<file path="config.mk">
export PLATFORM = sky130hd
export DESIGN_NAME = branch_predictor
export DESIGN_NICKNAME = d
export VERILOG_FILES = /design/src/rtl/bpred_pkg.sv /design/src/rtl/bpred_ctr_next.sv /design/src/rtl/branch_predictor.sv
export SDC_FILE = /design/constraint.sdc
export NUM_CORES = 1
export LEC_CHECK = 0
export BUFFER_PORTS_ARGS = -buffer_cell sky130_fd_sc_hd__buf_4
export CORE_ASPECT_RATIO = 1.2
export CORE_MARGIN = 2
export CORE_UTILIZATION = 61
export CTS_CLUSTER_SIZE = 25
export DETAILED_ROUTE_END_ITERATION = 12
export PLACE_DENSITY = 0.85
export SLEW_MARGIN = 20
export SYNTH_ARGS = -nofsm -noshare
export SYNTH_HDL_FRONTEND = slang
export SYNTH_SLANG_ARGS = --single-unit
</file>
<file path="constraint.sdc">
create_clock -name CLK -period 4.4 [get_ports CLK]
set_clock_uncertainty 0.1 [all_clocks]
set_input_delay 0.66 -clock CLK [delete_from_list [all_inputs] [get_ports CLK]]
set_output_delay 0.66 -clock CLK [all_outputs]
set_load 0.01 [all_outputs]
</file>
<file path="src/rtl/bpred_pkg.sv">
// Shared types and helpers for the branch target buffer: entry layout,
// table geometry and the counter encodings loaded on allocate and reset.
package bpred_pkg;

    localparam int MAX_PC_W  = 32;
    localparam int MAX_CTR_W = 4;

    // Sized for the widest legal configuration; narrower builds zero-extend.
    typedef struct packed {
        logic                 valid;
        logic [MAX_PC_W-1:0]  tag;
        logic [MAX_PC_W-1:0]  target;
        logic [MAX_CTR_W-1:0] ctr;
    } bpred_entry_t;

    function automatic int bpred_idx_w(input int entries);
        return $clog2(entries);
    endfunction

    function automatic int bpred_tag_w(input int pc_w, input int entries);
        return pc_w - $clog2(entries) - 2;
    endfunction

    function automatic logic [MAX_CTR_W-1:0] ctr_weak_taken(input int ctr_w);
        return MAX_CTR_W'(1) << (ctr_w - 1);
    endfunction

    function automatic logic [MAX_CTR_W-1:0] ctr_weak_not_taken(input int ctr_w);
        return (MAX_CTR_W'(1) << (ctr_w - 1)) - MAX_CTR_W'(1);
    endfunction

endpackage

</file>
<file path="src/rtl/bpred_ctr_next.sv">
// Saturating up/down direction counter next-value logic.
module bpred_ctr_next #(
    parameter int CTR_W = 2
) (
    input  logic [CTR_W-1:0] i_cur,
    input  logic             i_taken,
    output logic [CTR_W-1:0] o_next
);

    localparam logic [CTR_W-1:0] CTR_MAX = '1;

    always_comb begin
        o_next = i_cur;
        if (i_taken) begin
            if (i_cur != CTR_MAX) o_next = i_cur + CTR_W'(1);
        end else begin
            if (i_cur != '0) o_next = i_cur - CTR_W'(1);
        end
    end

endmodule

</file>
<file path="src/rtl/branch_predictor.sv">
// Direct-mapped BTB with per-entry saturating direction counters.
// Define BPRED_GSHARE_EN to XOR a global history register into the index.
module branch_predictor
    import bpred_pkg::*;
#(
    parameter int PC_W    = 12,
    parameter int ENTRIES = 16,
    parameter int CTR_W   = 2,
    parameter int GHR_W   = 4
) (
    input  logic            CLK,
    input  logic            RST,
    input  logic [PC_W-1:0] if_pc_i,
    output logic            pred_taken_o,
    output logic [PC_W-1:0] pred_target_o,
    input  logic            upd_valid_i,
    input  logic [PC_W-1:0] upd_pc_i,
    input  logic            upd_taken_i,
    input  logic [PC_W-1:0] upd_target_i,
    input  logic            upd_mispredict_i,
    output logic [31:0]     mispred_cnt_o
);

    localparam int IDX_W = bpred_idx_w(ENTRIES);
    localparam int TAG_W = bpred_tag_w(PC_W, ENTRIES);
    localparam logic [MAX_CTR_W-1:0] CTR_WT  = ctr_weak_taken(CTR_W);
    localparam logic [MAX_CTR_W-1:0] CTR_WNT = ctr_weak_not_taken(CTR_W);

    bpred_entry_t r_table [ENTRIES];
    logic [31:0]  r_mispred_cnt;

    logic [IDX_W-1:0]    w_lk_idx;
    logic [IDX_W-1:0]    w_up_idx;
    logic [TAG_W-1:0]    w_lk_tag;
    logic [TAG_W-1:0]    w_up_tag;
    bpred_entry_t        w_lk_ent;
    bpred_entry_t        w_up_ent;
    logic                w_lk_hit;
    logic                w_up_hit;
    logic [CTR_W-1:0]    w_ctr_next;

`ifdef BPRED_GSHARE_EN
    logic [GHR_W-1:0] r_ghr;

    assign w_lk_idx = if_pc_i[IDX_W+1:2] ^ IDX_W'(r_ghr);
    assign w_up_idx = upd_pc_i[IDX_W+1:2] ^ IDX_W'(r_ghr);

    // History shifts after the update has used its pre-shift value.
    always_ff @(posedge CLK) begin
        if (RST) begin
            r_ghr <= '0;
        end else if (upd_valid_i) begin
            r_ghr <= GHR_W'({r_ghr, upd_taken_i});
        end
    end
`else
    assign w_lk_idx = if_pc_i[IDX_W+1:2];
    assign w_up_idx = upd_pc_i[IDX_W+1:2];
`endif

    assign w_lk_tag = if_pc_i[PC_W-1:IDX_W+2];
    assign w_up_tag = upd_pc_i[PC_W-1:IDX_W+2];

    assign w_lk_ent = r_table[w_lk_idx];
    assign w_up_ent = r_table[w_up_idx];

    assign w_lk_hit = w_lk_ent.valid && (w_lk_ent.tag == MAX_PC_W'(w_lk_tag));
    assign w_up_hit = w_up_ent.valid && (w_up_ent.tag == MAX_PC_W'(w_up_tag));

    assign pred_taken_o  = w_lk_hit && w_lk_ent.ctr[CTR_W-1];
    assign pred_target_o = pred_taken_o ? w_lk_ent.target[PC_W-1:0]
                                        : if_pc_i + PC_W'(4);
    assign mispred_cnt_o = r_mispred_cnt;

    bpred_ctr_next #(
        .CTR_W (CTR_W)
    ) u_ctr_next (
        .i_cur   (w_up_ent.ctr[CTR_W-1:0]),
        .i_taken (upd_taken_i),
        .o_next  (w_ctr_next)
    );

    // Reset clears valid bits and counters only; tags/targets are don't-care
    // while the entry is invalid. Lookups see pre-update contents (no bypass).
    always_ff @(posedge CLK) begin
        if (RST) begin
            for (int i = 0; i < ENTRIES; i++) begin
                r_table[i].valid <= 1'b0;
                r_table[i].ctr   <= CTR_WNT;
            end
        end else if (upd_valid_i) begin
            if (w_up_hit) begin
                r_table[w_up_idx].ctr <= MAX_CTR_W'(w_ctr_next);
                if (upd_taken_i) begin
                    r_table[w_up_idx].target <= MAX_PC_W'(upd_target_i);
                end
            end else if (upd_taken_i) begin
                r_table[w_up_idx].valid  <= 1'b1;
                r_table[w_up_idx].tag    <= MAX_PC_W'(w_up_tag);
                r_table[w_up_idx].target <= MAX_PC_W'(upd_target_i);
                r_table[w_up_idx].ctr    <= CTR_WT;
            end
        end
    end

    always_ff @(posedge CLK) begin
        if (RST) begin
            r_mispred_cnt <= '0;
        end else if (upd_valid_i && upd_mispredict_i) begin
            r_mispred_cnt <= r_mispred_cnt + 32'd1;
        end
    end

endmodule

</file>
# == Word-level counts from Yosys, hierarchy flattened ==
# Memory sizes are Yosys's and may differ from the RTL's.
# Cells that the tools add are included.
# word_totals
ram_bits,336
elab_cells,41
out_inout_bits,45
rom_bits,0
latchBits,0
inputBits,41
register_bits,32
mem_count,1
# mem_list
name,words,word_bits,read_ports,rd_ports_with_merged_regs,wr,line,rtl
r_table,16,21,2,0,16,branch_predictor.sv:29,bpred_entry_t r_table [ENTRIES];
# classes
add_sub_neg,4
reduce_logical,6
div_mod_pow,0
mul,0
eq_ne,3
n_bitwise,2
mux,24
magnitude_cmp,0
shift,0
# op_table
op,n
$eq 32x6->1,2
$add 32x1->32 const B,1
$mux 12,2
$mux 21,1
$reduce_or 21->1,1
$mux 1,15
$add 12x3->12 const B,1
$mux 2,4
$mux 4,2
$logic_and 1x1->1,4
$add 2x1->2 const B,1
$ne 2x2->1 const B,1
$or 1x1->1,2
$reduce_bool 2->1,1
$sub 2x1->2 const B,1

# == Logic depth before layout (Yosys ltp) ==
# An unclocked memory read counts as a cell.
# depth
depth_word,10
ltp_mapped,12
mapped_depth_nobuf,7

# == Modules after synthesis ==
# Synthesis repeated with hierarchy kept, for this count alone.
# unflattened
hier_cells,1051
area_unflattened_um2,16673.5
# by_module_without_submodules
module,area_each_um2,seq_area_each_um2,instances,cells_each
branch_predictor,16647.2,10570.1,1,1048
bpred_ctr_next,26.3,0.0,1,3

# == Worst setup path after synthesis ==
# OpenSTA, ideal clock, no wires.
# synth_timing
kind,input to output
from,input if_pc_i[2]
to,output pred_target_o[10]
path_stages,9
n_path_buf,3
t_arrival_ps,3079
slack_ps,561
cell_sequence,buf_2 > buf_2 > mux4_2 > mux4_2 > xnor2_1 > nor4_2 > nand4_2 > buf_6 > mux2_4
# synth_via
elab_chain_len,5
word_cells_on_any_way,6
cone_classes,add/sub (1); eq/ne (1); mux (1); reduce/logical (2); memory (1)
# synth_lines
element,line,rtl
from (decl),branch_predictor.sv:13,"input logic [PC_W-1:0] if_pc_i,"
$mem_v2 16x21,-,
$eq 32x6->1,branch_predictor.sv:67,assign w_lk_hit = w_lk_ent.valid && (w_lk_ent.tag == MAX_PC_W'(w_lk_tag));
$logic_and 1x1->1,branch_predictor.sv:67,
$logic_and 1x1->1,branch_predictor.sv:70,assign pred_taken_o = w_lk_hit && w_lk_ent.ctr[CTR_W-1];
$mux 12 (*),branch_predictor.sv:71,assign pred_target_o = pred_taken_o ? w_lk_ent.target[PC_W-1:0]
to (decl),branch_predictor.sv:15,"output logic [PC_W-1:0] pred_target_o,"
# Mark *: on every way between the ends. The rest lies on a longest branch, timed or not.

# == Worst setup path after layout ==
# layout_timing
from,input if_pc_i[3]
to,output pred_target_o[10]
# The elaborated chain is that of the path after synthesis.

==> impl_metrics.py <==
metrics = {
    "sta": {
        "tns_ns": 0,
        "period_share": 0.955,
        "hold_slack_ns": 0.320,
        "slew_headroom": 0.397,
        "hold_viol_final": 0,
        "min_period_ns": 4.20,
        "fin_ws_ns": 0.197,
        "slew_viol_final": 0,
        "max_slew.worst_pin.slew_ns": 0.902,
        "finalSetupViolations": 0,
        "rsz0062_at_grt": "no",
        "timing.fmax_ghz": 0.238,
    },
    "setup_path": {
        "reg2reg_from": "r_table[10][14]",
        "critPathKind": "in -> out",
        "crit_fanout": 18,
        "critPathLaunch": "if_pc_i[3]",
        "worstSetupEndpointType": "output pin",
        "critPathRequiredTime_ns": 3.64,
        "cp.arrival_ns": 3.44,
        "start_kind": "primary input",
    },
    "synthesis": {
        "ys.flop_type": "edfxtp_1",
        "seq_area_frac_synth": 0.643,
        "synth_seq_cells": 368,
        "synthCells": 1013,
        "synth.avg_cell_area_sq_um": 16.2,
        "ys_warn_count": 0,
        "syn_nets": 1056,
        "synthDistinctLibCells": 53,
        "synth.most_common_cell": "edfxtp_1",
        "synth_common_cells": "edfxtp_1, mux4_2, nand2_1",
        "synth_edf_count": 320,
        "synthTopCellsByArea": "edfxtp_1, mux4_2, dfxtp_1, nand2_1, xor2_1",
        "ys_async_sr_fraction": 0,
        "synth_top_area_frac": 0.584,
        "syn_area_sq_um": 16400,
        "yosysTopAreaCell": "edfxtp_1",
    },
    "route": {
        "ant_nets": 0,
        "drt_iter0_markers": 1063,
        "firstDrtPassIters": 6,
        "routedWlPerCell_um": 26.1,
        "wl_mm": 38.0,
        "vias": 9752,
        "drcViolationCount": 0,
        "viasPerCell": 6.70,
    },
    "grt": {
        "grt_use_total": 0.275,
        "grt_max_degree": 67,
        "grt_pass1_wl_mm": 57.7,
        "grt_pass1_vias": 9900,
        "global_route.overflow_total": 0,
        "antenna_found_initial": 0,
    },
    "floorplanning": {
        "initial_utilization": 0.622,
        "fp.dieH_um": 184,
        "std_cell_rows": 65,
        "pin_count": 86,
        "fp.dieW_um": 154,
        "core_area_sq_um": 26400,
        "die_area_sq_um": 28300,
    },
    "pwr": {
        "p_per_area_nw_per_um2": 388,
        "ir_drop_uv": 275,
        "finalPower_mw": 7.16,
        "cellLeakagePower_nw": 6.20,
    },
    "cts": {
        "clockBufferDepth": 3,
        "cts.sinks": 368,
        "post_cts_buffers": 0,
        "h-tree-depth": 2,
        "cts-buffers-inserted": 36,
        "cts-root-buf": "clkbuf_16",
        "ctsHoldBuffers": 0,
        "clk_pin_slew_worst_paths_ns": 0.06,
        "cts-resized-gates": 0,
        "clkLatencyLatePin_ns": 0.52,
        "cts_tree": "done",
    },
    "placed_design": {
        "dp.cells": 1392,
        "dpl.hpwl_mm": 23.6,
        "place_ws_ns": 0.218,
        "postPlaceCellArea_sq_um": 17400,
        "portBuffers": 83,
        "place.gp.congestion": 0.869,
    },
    "layout": {
        "finalInstanceArea_sq_um": 18500,
        "final_util": 0.699,
        "diodes": 0,
        "fin_nets": 1138,
        "fillCellCount": 1599,
        "fin_cells": 1456,
        "syn2layout_area_growth_pct": 12.3,
        "drive_gt1_frac": 0.279,
    },
    "outcome": {
        "status": "completed",
    },
    "job": {
        "maxCapViolations": 0,
    },
    "worst_hold_path": {
        "hp-start": "upd_target_i[0]",
        "hold_class": "in -> reg",
    },
}
worst max-delay path, cell delays in order:
cell,delay [ns]
buf_4,0.28
mux4_4,0.68
mux4_2,0.50
xor2_1,0.16
nor4_2,0.30
nand4_2,0.11
buf_4,0.26
mux2_4,0.33
buf_4,0.15
power breakdown:
| group | total (mW) | switching (mW) | leakage (nW) | internal (mW) |
|---|---|---|---|---|
| registers | 3.83 | 0.0123 | 3.26 | 3.81 |
| clock network | 2.84 | 1.25 | 0.528 | 1.59 |
| logic | 0.491 | 0.275 | 2.41 | 0.216 |
layout make-up:
cell class	count	area [sq um]	area share
Multi-Input combinational cell	538	5410	0.293
Sequential cell	368	10600	0.572
Timing Repair Buffer	111	846	0.0458
Inverter	40	150	0.00813
Tap cell	335	419	0.0227
Clock inverter	12	72.6	0.00393
Clock buffer	52	1000	0.0543
layout by cell type (no fill, tap or decap), types with 23 or more instances in the layout:
cell,Yosys,final
edfxtp_1,320,320
mux4_2,122,122
buf_4,4,110
nand2_1,64,64
nor2_1,54,54
dfxtp_1,48,48
inv_1,40,40
clkbuf_16,0,37
xor2_1,27,27
nand3_1,23,23
logic make-up after synthesis:
group	synth area share
AOI/OAI and AO/OA	0.0349
xor gates and xnor gates	0.0224
adders and majority gates	0.00213
buffers and inverters	0.0285
DFF	0.643
muxes	0.198
and+or+nand+nor	0.0711
state kept, by name, summed over array words and instances, names as in the netlist:
name	flops
r_table	336
mispred_cnt_o	32
routing by layer:
layer | GRT usage | up-vias | wire length [um] | part of all wire
li1 | - | 4148 | - | -
met1 | 0.343 | 4888 | 13600 | 0.36
met2 | 0.480 | 593 | 19600 | 0.52
met3 | 0.0490 | 123 | 3100 | 0.082
met4 | 0.119 | 0 | 1690 | 0.045
met5 | 0 | - | 0 | 0
worst paths after layout:
check        slack, ns  cells past startpoint           endpoint
min               0.32                      1     r_table[12][2]
max reg2reg       0.98                      8    r_table[13][15]
max               0.20                      9  pred_target_o[10]
min reg2reg       0.39                      2  mispred_cnt_o[31]
Power figures use the tool's default switching activity.
